### src/rtl/mac_raw_pkg.sv
// Shared definitions for the raw MAC echo block: FSM state encoding, header
// length field position, MAC/word byte constants and the payload word helper.
package mac_raw_pkg;

    typedef enum logic [2:0] {
        ST_IDLE      = 3'd0,
        ST_CAPTURE   = 3'd1,
        ST_EMIT_HDR  = 3'd2,
        ST_EMIT_SWAP = 3'd3,
        ST_PASS      = 3'd4,
        ST_DROP      = 3'd5
    } state_e;

    // Byte length lives in the low half of the header word.
    localparam int HDR_LEN_LSB = 0;
    localparam int HDR_LEN_MSB = 15;

    localparam int MAC_ADDR_BYTES = 6;
    localparam int RAW_WORD_BYTES = 4;

    // Words holding destination + source MAC (12 bytes -> 3 words).
    localparam int CAPTURE_WORDS = (2 * MAC_ADDR_BYTES) / RAW_WORD_BYTES;

    // Number of payload words that follow a header announcing len bytes.
    function automatic logic [15:0] payload_words(input logic [15:0] len);
        logic [16:0] sum;
        sum = {1'b0, len} + 17'(RAW_WORD_BYTES - 1);
        return {1'b0, sum[16:2]};
    endfunction

endpackage

### src/rtl/mac_raw_sat_cnt.sv
// 16-bit event counter that sticks at all-ones instead of wrapping.
module mac_raw_sat_cnt (
    input  logic        clk_i,
    input  logic        rst_ni,
    input  logic        inc_i,
    output logic [15:0] count_o
);

    logic [15:0] count_q;

    // Count one event per cycle with inc_i high, holding at 16'hFFFF.
    always_ff @(posedge clk_i or negedge rst_ni) begin
        if (!rst_ni) begin
            count_q <= '0;
        end else if (inc_i && (count_q != 16'hFFFF)) begin
            count_q <= count_q + 16'd1;
        end
    end

    assign count_o = count_q;

endmodule

### src/rtl/mac_raw_echo.sv
// Raw MAC frame echo: receives length-prefixed frames, swaps destination and
// source MAC addresses and retransmits them. Out-of-range frames, or frames
// arriving while disabled, are consumed and dropped.
// Optional statistics counters are built when MAC_RAW_ECHO_STATS_EN is defined;
// otherwise the counter outputs are constant zero.
module mac_raw_echo
    import mac_raw_pkg::*;
#(
    parameter int MAX_BYTES = 9018,
    parameter int MIN_BYTES = 12
) (
    input  logic        usr_clk,
    input  logic        reset_n,
    input  logic        enable,
    input  logic [31:0] rx_raw_data,
    input  logic        rx_raw_sof,
    input  logic        rx_raw_dv,
    output logic        rx_raw_ack,
    output logic [31:0] tx_raw_data,
    output logic        tx_raw_sof,
    output logic        tx_raw_we,
    input  logic        tx_raw_stop,
    output logic [15:0] frames_echoed,
    output logic [15:0] frames_dropped,
    output logic [15:0] sof_errors
);

    state_e      state_q, state_d;
    logic [31:0] hdr_q, hdr_d;
    logic [31:0] w1_q, w1_d;
    logic [31:0] w2_q, w2_d;
    logic [31:0] w3_q, w3_d;
    logic [15:0] rem_q, rem_d;      // payload words still to be consumed
    logic [1:0]  idx_q, idx_d;      // capture / swap word index
    logic        run_q;             // low during reset and the first cycle after

    logic [15:0] hdr_len;
    logic [15:0] hdr_words;
    logic [31:0] hdr_len_ext;
    logic        hdr_accept;
    logic [31:0] swap_word;
    logic        inc_echo;
    logic        inc_drop;
    logic        inc_sof;

    assign hdr_len     = rx_raw_data[HDR_LEN_MSB:HDR_LEN_LSB];
    assign hdr_words   = payload_words(hdr_len);
    assign hdr_len_ext = {16'd0, hdr_len};
    // The capture stage needs at least the three MAC words to be present.
    assign hdr_accept  = enable
                      && (hdr_len_ext >= 32'(MIN_BYTES))
                      && (hdr_len_ext <= 32'(MAX_BYTES))
                      && (hdr_words >= 16'(CAPTURE_WORDS));

    // Rebuild the MAC words with source first, then destination.
    // w1={D0..D3}, w2={D4,D5,S0,S1}, w3={S2..S5}.
    always_comb begin
        case (idx_q)
            2'd0:    swap_word = {w2_q[15:0], w3_q[31:16]};   // S0..S3
            2'd1:    swap_word = {w3_q[15:0], w1_q[31:16]};   // S4,S5,D0,D1
            default: swap_word = {w1_q[15:0], w2_q[31:16]};   // D2..D5
        endcase
    end

    // Frame FSM: next state, handshakes and transmit word selection.
    always_comb begin
        state_d     = state_q;
        hdr_d       = hdr_q;
        w1_d        = w1_q;
        w2_d        = w2_q;
        w3_d        = w3_q;
        rem_d       = rem_q;
        idx_d       = idx_q;
        rx_raw_ack  = 1'b0;
        tx_raw_data = '0;
        tx_raw_sof  = 1'b0;
        tx_raw_we   = 1'b0;
        inc_echo    = 1'b0;
        inc_drop    = 1'b0;
        inc_sof     = 1'b0;

        case (state_q)
            ST_IDLE: begin
                // Every word is consumed here; only a header starts a frame.
                rx_raw_ack = rx_raw_dv && run_q;
                if (rx_raw_dv && run_q && rx_raw_sof) begin
                    hdr_d   = rx_raw_data;
                    rem_d   = hdr_words;
                    idx_d   = 2'd0;
                    state_d = hdr_accept ? ST_CAPTURE : ST_DROP;
                end
            end

            ST_CAPTURE: begin
                // MAC words are taken regardless of transmit back-pressure.
                rx_raw_ack = rx_raw_dv;
                if (rx_raw_dv) begin
                    inc_sof = rx_raw_sof;
                    rem_d   = rem_q - 16'd1;
                    case (idx_q)
                        2'd0:    w1_d = rx_raw_data;
                        2'd1:    w2_d = rx_raw_data;
                        default: w3_d = rx_raw_data;
                    endcase
                    if (idx_q == 2'(CAPTURE_WORDS - 1)) begin
                        idx_d   = 2'd0;
                        state_d = ST_EMIT_HDR;
                    end else begin
                        idx_d = idx_q + 2'd1;
                    end
                end
            end

            ST_EMIT_HDR: begin
                tx_raw_data = hdr_q;
                tx_raw_sof  = 1'b1;
                tx_raw_we   = !tx_raw_stop;
                if (!tx_raw_stop) begin
                    state_d = ST_EMIT_SWAP;
                end
            end

            ST_EMIT_SWAP: begin
                tx_raw_data = swap_word;
                tx_raw_we   = !tx_raw_stop;
                if (!tx_raw_stop) begin
                    if (idx_q == 2'(CAPTURE_WORDS - 1)) begin
                        idx_d = 2'd0;
                        if (rem_q == 16'd0) begin
                            inc_echo = 1'b1;
                            state_d  = ST_IDLE;
                        end else begin
                            state_d = ST_PASS;
                        end
                    end else begin
                        idx_d = idx_q + 2'd1;
                    end
                end
            end

            ST_PASS: begin
                // Zero-latency cut-through of the rest of the frame.
                tx_raw_data = rx_raw_data;
                tx_raw_we   = rx_raw_dv && !tx_raw_stop;
                rx_raw_ack  = rx_raw_dv && !tx_raw_stop;
                if (rx_raw_dv && !tx_raw_stop) begin
                    inc_sof = rx_raw_sof;
                    rem_d   = rem_q - 16'd1;
                    if (rem_q == 16'd1) begin
                        inc_echo = 1'b1;
                        state_d  = ST_IDLE;
                    end
                end
            end

            ST_DROP: begin
                if (rem_q == 16'd0) begin
                    // Header announced no payload at all.
                    inc_drop = 1'b1;
                    state_d  = ST_IDLE;
                end else begin
                    rx_raw_ack = rx_raw_dv;
                    if (rx_raw_dv) begin
                        inc_sof = rx_raw_sof;
                        rem_d   = rem_q - 16'd1;
                        if (rem_q == 16'd1) begin
                            inc_drop = 1'b1;
                            state_d  = ST_IDLE;
                        end
                    end
                end
            end

            default: begin
                state_d = ST_IDLE;
            end
        endcase
    end

    // Frame state registers; reset abandons any frame in flight.
    always_ff @(posedge usr_clk or negedge reset_n) begin
        if (!reset_n) begin
            state_q <= ST_IDLE;
            hdr_q   <= '0;
            w1_q    <= '0;
            w2_q    <= '0;
            w3_q    <= '0;
            rem_q   <= '0;
            idx_q   <= '0;
            run_q   <= 1'b0;
        end else begin
            state_q <= state_d;
            hdr_q   <= hdr_d;
            w1_q    <= w1_d;
            w2_q    <= w2_d;
            w3_q    <= w3_d;
            rem_q   <= rem_d;
            idx_q   <= idx_d;
            run_q   <= 1'b1;
        end
    end

`ifdef MAC_RAW_ECHO_STATS_EN
    logic [2:0]  cnt_inc;
    logic [15:0] cnt_val [3];

    assign cnt_inc = {inc_sof, inc_drop, inc_echo};

    for (genvar gi = 0; gi < 3; gi++) begin : g_cnt
        mac_raw_sat_cnt u_cnt (
            .clk_i  (usr_clk),
            .rst_ni (reset_n),
            .inc_i  (cnt_inc[gi]),
            .count_o(cnt_val[gi])
        );
    end

    assign frames_echoed  = cnt_val[0];
    assign frames_dropped = cnt_val[1];
    assign sof_errors     = cnt_val[2];
`else
    logic unused_stats;
    assign unused_stats   = ^{inc_echo, inc_drop, inc_sof};
    assign frames_echoed  = '0;
    assign frames_dropped = '0;
    assign sof_errors     = '0;
`endif

endmodule

### config.mk
export PLATFORM = sky130hd
export DESIGN_NAME = mac_raw_echo
export DESIGN_NICKNAME = d
export VERILOG_FILES = /design/src/rtl/mac_raw_pkg.sv /design/src/rtl/mac_raw_sat_cnt.sv /design/src/rtl/mac_raw_echo.sv
export SDC_FILE = /design/constraint.sdc
export NUM_CORES = 1
export LEC_CHECK = 0
export ABC_AREA = 0
export CAP_MARGIN = 10
export CORE_MARGIN = 2
export CORE_UTILIZATION = 25
export DETAILED_ROUTE_END_ITERATION = 7
export GPL_TIMING_DRIVEN = 0
export PLACE_DENSITY = 0.53
export SYNTH_ARGS = -nofsm -noshare
export SYNTH_HDL_FRONTEND = slang
export SYNTH_HIERARCHICAL = 1
export SYNTH_SLANG_ARGS = --single-unit
### constraint.sdc
create_clock -name usr_clk -period 6.3 [get_ports usr_clk]
set_input_delay 1.26 -clock usr_clk [delete_from_list [all_inputs] [get_ports usr_clk]]
set_output_delay 1.26 -clock usr_clk [all_outputs]
set_load 0.05 [all_outputs]
# Word level (Yosys, flattened, before mapping)
# Cells that the tools add are included.
# totals
out_inout_bits	83
reg_bits	150
input_bits	38
# classes
n_bitwise	1
addsub	3
eq_ne	17
n_reduce_logical	21
mux	29
magnitude_cmp	3
# ops
cell	count
one-hot mux 32 bit (3 select lines)	1
two-way mux 16 bit	4
one-hot mux 16 bit (4 select lines)	1
one-hot mux 32 bit (2 select lines)	1
two-way mux 3 bit	12
one-hot mux 3 bit (6 select lines)	1
adder 16 x 2 -> 17 bit (second input constant)	1
equality test 16 x 1 -> 1 bit (second input constant)	1
greater-or-equal comparator 16 x 4 -> 1 bit (second input constant)	1
<= comparator 16 x 14 -> 1 bit (second input constant)	1
logical NOT 16 bit	1
!= test 2 bit (second input constant)	8
subtractor 16 x 1 -> 16 bit (second input constant)	1
greater-or-equal comparator 15 x 2 -> 1 bit (second input constant)	1
AND reduction 3 bit	3
two-way mux 2 bit	4
AND reduction 4 bit	2
AND reduction 8 bit	1
equality test 3 x 2 -> 1 bit (second input constant)	2
equality test 3 bit (second input constant)	2
logical AND 1 bit	6
one-hot mux 2 bit (3 select lines)	1
one-hot mux 1 bit (4 select lines)	1
nonzero test 4 bit	1
14 further kinds	16

# Depth between registers and ports, before layout
# logic_depth
word_depth	7
ltp_mapped	9
depth_no_buf	7

# Worst setup path after synthesis
# OpenSTA, ideal clock, no wires.
# synth_timing
kind	register to output
startpoint	reg idx_q[0]
endpoint	out tx_raw_data[10]
arrival_time_ps	2630
path_slack_ps	2410
stages_incl_launch_ff	7
cell_sequence	dfrtp_1 clkbuf_1 buf_1 mux2i_1 o21ai_0 mux2i_1 o21ai_0
# synth_via
elab_chain_len	3
# synth_rtl
element	line_no	text
start, declared	mac_raw_echo.sv:34	logic [1:0] idx_q, idx_d;
start signal, assigned	mac_raw_echo.sv:198	idx_q <= idx_d;
equality test 2 x 1 -> 1 bit or logical NOT 2 bit (tied branches)	mac_raw_echo.sv:58	case (idx_q)
one-hot mux 32 bit (2 select lines) *	mac_raw_echo.sv:58	
one-hot mux 32 bit (3 select lines) *	mac_raw_echo.sv:82	case (state_q)
end, declared	mac_raw_echo.sv:19	output logic [31:0] tx_raw_data,
# Every way passes the cells marked *; elsewhere a longest branch is shown, timed or not.

# Worst setup path after layout
# layout_timing
startpoint	reg idx_q[0]
endpoint	out tx_raw_data[9]
# Same word-level chain as after synthesis.

==> results_tabular.tex <==
\begin{tabular}{lr}
\hline
Metric & Value \\
\hline
\multicolumn{2}{l}{\textbf{Status}} \\
\quad Run status & finished clean \\
\multicolumn{2}{l}{\textbf{Synth}} \\
\quad Netlist area before placement & 0.00848 mm\^{}2 \\
\quad Yosys cell types & 55 \\
\quad Library cell occupying the most area in the post-synthesis netlist & sky130\_fd\_sc\_hd\_\_dfrtp\_1 \\
\quad Fraction of synthesis flops using an asynchronous set or reset pin & 100\% \\
\quad Yosys synthesis warning count & 6 \\
\quad Mean cell area of the mapped netlist & 10.6 um\^{}2 \\
\quad Register area share after synthesis & 44.2\% \\
\quad Area share of the leading cell type in the synthesized netlist & 44.2\% \\
\quad Post-Syn Instances & 798 \\
\quad Synthesis-stage register bit count & 150 \\
\quad Count of flip-flops with a built-in enable after synthesis & 0 \\
\quad Flip-flop cell with the highest count after synthesis & sky130\_fd\_sc\_hd\_\_dfrtp\_1 \\
\quad Most area-consuming cells after synthesis & sky130\_fd\_sc\_hd\_\_dfrtp\_1, sky130\_fd\_sc\_hd\_\_mux2\_2, sky130\_fd\_sc\_hd\_\_mux2i\_1 \\
\multicolumn{2}{l}{\textbf{Final layout}} \\
\quad Area added between synthesis and finish & 23.2\% \\
\quad Share of final-layout standard cells stronger than drive strength 1 & 23.9\% \\
\quad Number of nets in the final layout & 969 \\
\quad FILL cells & 3390 \\
\quad Combined flip-flop and latch cell area & 0.00375 mm\^{}2 \\
\quad Antenna diodes & 0 \\
\quad Combined area of the multi-input logic cells & 0.00420 mm\^{}2 \\
\quad Fin area & 0.0105 mm\^{}2 \\
\quad Final core utilization & 31.2\% \\
\multicolumn{2}{l}{\textbf{Timing}} \\
\quad Max Clock Skew & 0.00994 ns \\
\quad Worst slew pin tran & 1.06 ns \\
\quad Final Slew Violations & 0 \\
\quad Hold Vio Cnt, Final & 0 \\
\quad Unrepaired setup endpoints after global routing & no \\
\quad Worst Slack Setup Final & 1.02 ns \\
\quad Total Negative Setup Slacks & 0 ns \\
\quad Finish-stage setup viols & 0 \\
\quad Max Freq & 0.189 GHz \\
\quad Tcrit/Tclk final & 83.8\% \\
\quad Relative slew slack & 29.3\% \\
\quad Final worst path period need & 5.28 ns \\
\multicolumn{2}{l}{\textbf{Detailed routing}} \\
\quad Post-detailed-route DRC marker count & 0 \\
\quad WL per Instance & 18.5 um \\
\quad Average via count per standard cell & 4.69 \\
\quad DR vias & 6509 \\
\quad First-pass iteration count of the detailed router & 5 \\
\quad Remaining antenna violation count & 0 \\
\quad Total wire length & 25.6 mm \\
\quad Number of violations reported at the end of detailed-routing iteration 0 & 358 \\
\multicolumn{2}{l}{\textbf{Clock tree}} \\
\quad Total of hold buffers inserted after clock tree synthesis & 0 \\
\quad Clock Root Buffer & sky130\_fd\_sc\_hd\_\_clkbuf\_16 \\
\quad Number of H-tree branching levels & 4 \\
\quad CTS tree & done \\
\quad Clock-pin slew of the registers on the worst-case setup and hold paths & 0.06 ns \\
\quad Latest clock arrival within the worst-skew pair & 0.43 ns \\
\quad Number of buffers inserted during clock tree synthesis & 17 \\
\quad Clk sinks & 150 \\
\quad Setup Fix Bufs, Post-CTS & 0 \\
\quad Maximum clock path buffer count & 2 \\
\quad CTS-repair resized insts & 0 \\
\multicolumn{2}{l}{\textbf{Placed design}} \\
\quad Placement Setup Slack & 1.40 ns \\
\quad Count of buffers from port buffering & 64 \\
\quad Placer Congestion & 0.811 \\
\quad Half-perimeter wire length of the detailed placement result & 18.1 mm \\
\quad Placed cell areas & 0.00989 mm\^{}2 \\
\multicolumn{2}{l}{\textbf{Global routing}} \\
\quad Overall track demand over capacity in global routing & 14.6\% \\
\quad Global routing met1 resource utilization & 19.8\% \\
\quad Maximum number of pins on one net before global-route repair & 90 \\
\quad Met2 routing resource usage after global routing & 23.6\% \\
\quad Remaining global-route overflow & 0 \\
\quad Global route hottest layer & met2 \\
\quad Met3 track demand over resource in global routing & 3.20\% \\
\quad Via count of the first global-routing pass & 6302 \\
\quad First-pass GRT wire length & 39.3 mm \\
\quad Initial antenna violation count & 1 \\
\multicolumn{2}{l}{\textbf{Critical path}} \\
\quad Longest individual stage delay on the worst path & 0.87 ns \\
\quad Worst path bufs/invs & 3 \\
\quad List of cells traversed by the critical path & clkbuf\_1 -> buf\_1 -> mux2i\_1 -> o21ai\_0 -> mux2i\_1 -> o21ai\_0 -> clkdlybuf4s50\_1 \\
\quad Crit path capture type & primary output \\
\quad Crit path max-delay cell type & sky130\_fd\_sc\_hd\_\_clkdlybuf4s50\_1 \\
\quad Maximum fanout along the worst path & 10 \\
\quad Data arrival time of the critical path & 4.02 ns \\
\quad CP Class & reg -> out \\
\quad Critical Path RT & 5.04 ns \\
\quad Dominant delay contributor by cell family on the critical path & buffers and inverters \\
\quad Critical Path Source Type & register \\
\multicolumn{2}{l}{\textbf{Power and ir drop}} \\
\quad Maximum vdd ir drop & 424 uV \\
\quad Seq pwr share & 29.4\% \\
\quad Clock network power share & 17.0\% \\
\quad Gate power share & 53.6\% \\
\quad PD cells & 555 mW/mm\^{}2 \\
\quad Overall power & 5800 uW \\
\quad Internal power & 3290 uW \\
\quad Reported net switching power & 2510 uW \\
\quad Leakage power figure & 0.00456 uW \\
\quad Proportion of total power due to net switching & 43.3\% \\
\multicolumn{2}{l}{\textbf{Flow run}} \\
\quad Max-cap check violation count & 0 \\
\multicolumn{2}{l}{\textbf{Floorplanning}} \\
\quad DIE AREA & 0.0354 mm\^{}2 \\
\quad Die height & 188 um \\
\quad Initial Utilization & 25.4\% \\
\quad Horizontal die dimension & 188 um \\
\quad IO Count & 121 \\
\quad Core Region & 0.0334 mm\^{}2 \\
\quad Row count & 67 \\
\multicolumn{2}{l}{\textbf{Hold path}} \\
\quad Tightest Hold Check Type & reg -> reg \\
\hline
\end{tabular}
-- cell usage after synthesis, types with 3 or more instances --
master                        n
sky130_fd_sc_hd__or3_1        5
sky130_fd_sc_hd__o21bai_1     3
sky130_fd_sc_hd__buf_6        3
sky130_fd_sc_hd__o2bb2ai_1    6
sky130_fd_sc_hd__o31ai_1      7
sky130_fd_sc_hd__nor4_1      10
sky130_fd_sc_hd__buf_1       16
sky130_fd_sc_hd__clkbuf_1    40
sky130_fd_sc_hd__a31oi_1     10
sky130_fd_sc_hd__o21a_1       4
sky130_fd_sc_hd__mux2i_1     65
sky130_fd_sc_hd__dfrtp_1    150
sky130_fd_sc_hd__buf_4       48
sky130_fd_sc_hd__xnor2_1      5
sky130_fd_sc_hd__a31o_2       4
sky130_fd_sc_hd__mux2_4      27
sky130_fd_sc_hd__xor2_1       4
sky130_fd_sc_hd__o21ai_0     80
sky130_fd_sc_hd__nor4b_1      3
sky130_fd_sc_hd__nand3_1     14
sky130_fd_sc_hd__inv_1        8
sky130_fd_sc_hd__nor2_1      18
sky130_fd_sc_hd__mux2_2     101
sky130_fd_sc_hd__o211ai_1     4
sky130_fd_sc_hd__buf_12       3
sky130_fd_sc_hd__a21oi_1     18
sky130_fd_sc_hd__nor3_1      12
sky130_fd_sc_hd__nand2b_1     4
sky130_fd_sc_hd__nand4_1      6
sky130_fd_sc_hd__nand2_1     85
-- cell type report --
type / instances / share of cell area (%)
multi-input combinational: 575 / 40.2
sequential: 150 / 35.9
buffer: 112 / 6.45
timing repair buffer: 65 / 6.44
tap: 448 / 5.36
clock buffer: 21 / 4.41
clock inverter: 10 / 0.934
inverter: 8 / 0.287
-- registers in the layout, summed over array words and instances, names as in the netlist --
signal,cells
state_q,3
w1_q,32
rem_q,16
run_q,1
w2_q,32
w3_q,32
hdr_q,32
idx_q,2
-- layer usage --
| metal | vias to the layer above | part of all wire, % |
|---|---|---|
| li1 | 3022 | - |
| met3 | 31 | 6.1 |
| met2 | 231 | 47 |
| met1 | 3223 | 46 |
| met5 | - | 0.051 |
| met4 | 2 | 1.1 |
-- worst paths after layout --
path                                 startpoint               endpoint  slack [ns]  cells past startpoint
setup / recovery           idx_q[0]$_DFFE_PN0P_         tx_raw_data[9]        1.02                      7
hold / removal             w3_q[21]$_DFFE_PN0P_   w3_q[21]$_DFFE_PN0P_        0.50                      1
setup reg to reg           rem_q[0]$_DFFE_PN0P_  hdr_q[11]$_DFFE_PN0P_        3.14                      9
hold reg to reg            w3_q[21]$_DFFE_PN0P_   w3_q[21]$_DFFE_PN0P_        0.50                      1
max in group asynchronous               reset_n        run_q$_DFF_PN0_        4.70                      2
min in group asynchronous               reset_n   hdr_q[2]$_DFFE_PN0P_        0.78                      1
-- metrics by stage --
stage,std cells,hold slack (ns)
after floorplan,845,0.458
after global placement,1357,0.478
after detailed placement,1358,0.492
after CTS,1389,0.506
after global routing,1389,0.511
final,1389,0.503
-- layout by cell type, fill, tap and decap left out, drive strengths merged, types with 10 or more instances in the layout --
cell type and instances:
a21oi 18, a31oi 10, buf 72, clkbuf 63
clkdlybuf4s50 63, conb 49, dfrtp 150, inv 11
mux2 128, mux2i 65, nand2 85, nand3 15
nor2 18, nor3 13, nor4 10, o21ai 80
-- power groups by stage --
stage	clock network (uW)	registers, uW	logic [uW]
global placement	0	1700	3090
detailed placement	0	1710	3110
floorplan	0	1640	2240
global route	1040	1760	3330
finish	987	1710	3110
CTS	1010	1700	3130
-- cells by family after synthesis --
group,share of synthesized area [%]
other,0.0885
XOR/XNOR,0.929
buffers and inverters,8.30
adder cells (fa/ha/maj),0.295
flip-flops,44.2
AO/OA/AOI/OAI,10.5
multiplexers,25.9
AND/OR/NAND/NOR,9.76
(Power assumes the default switching activity.)
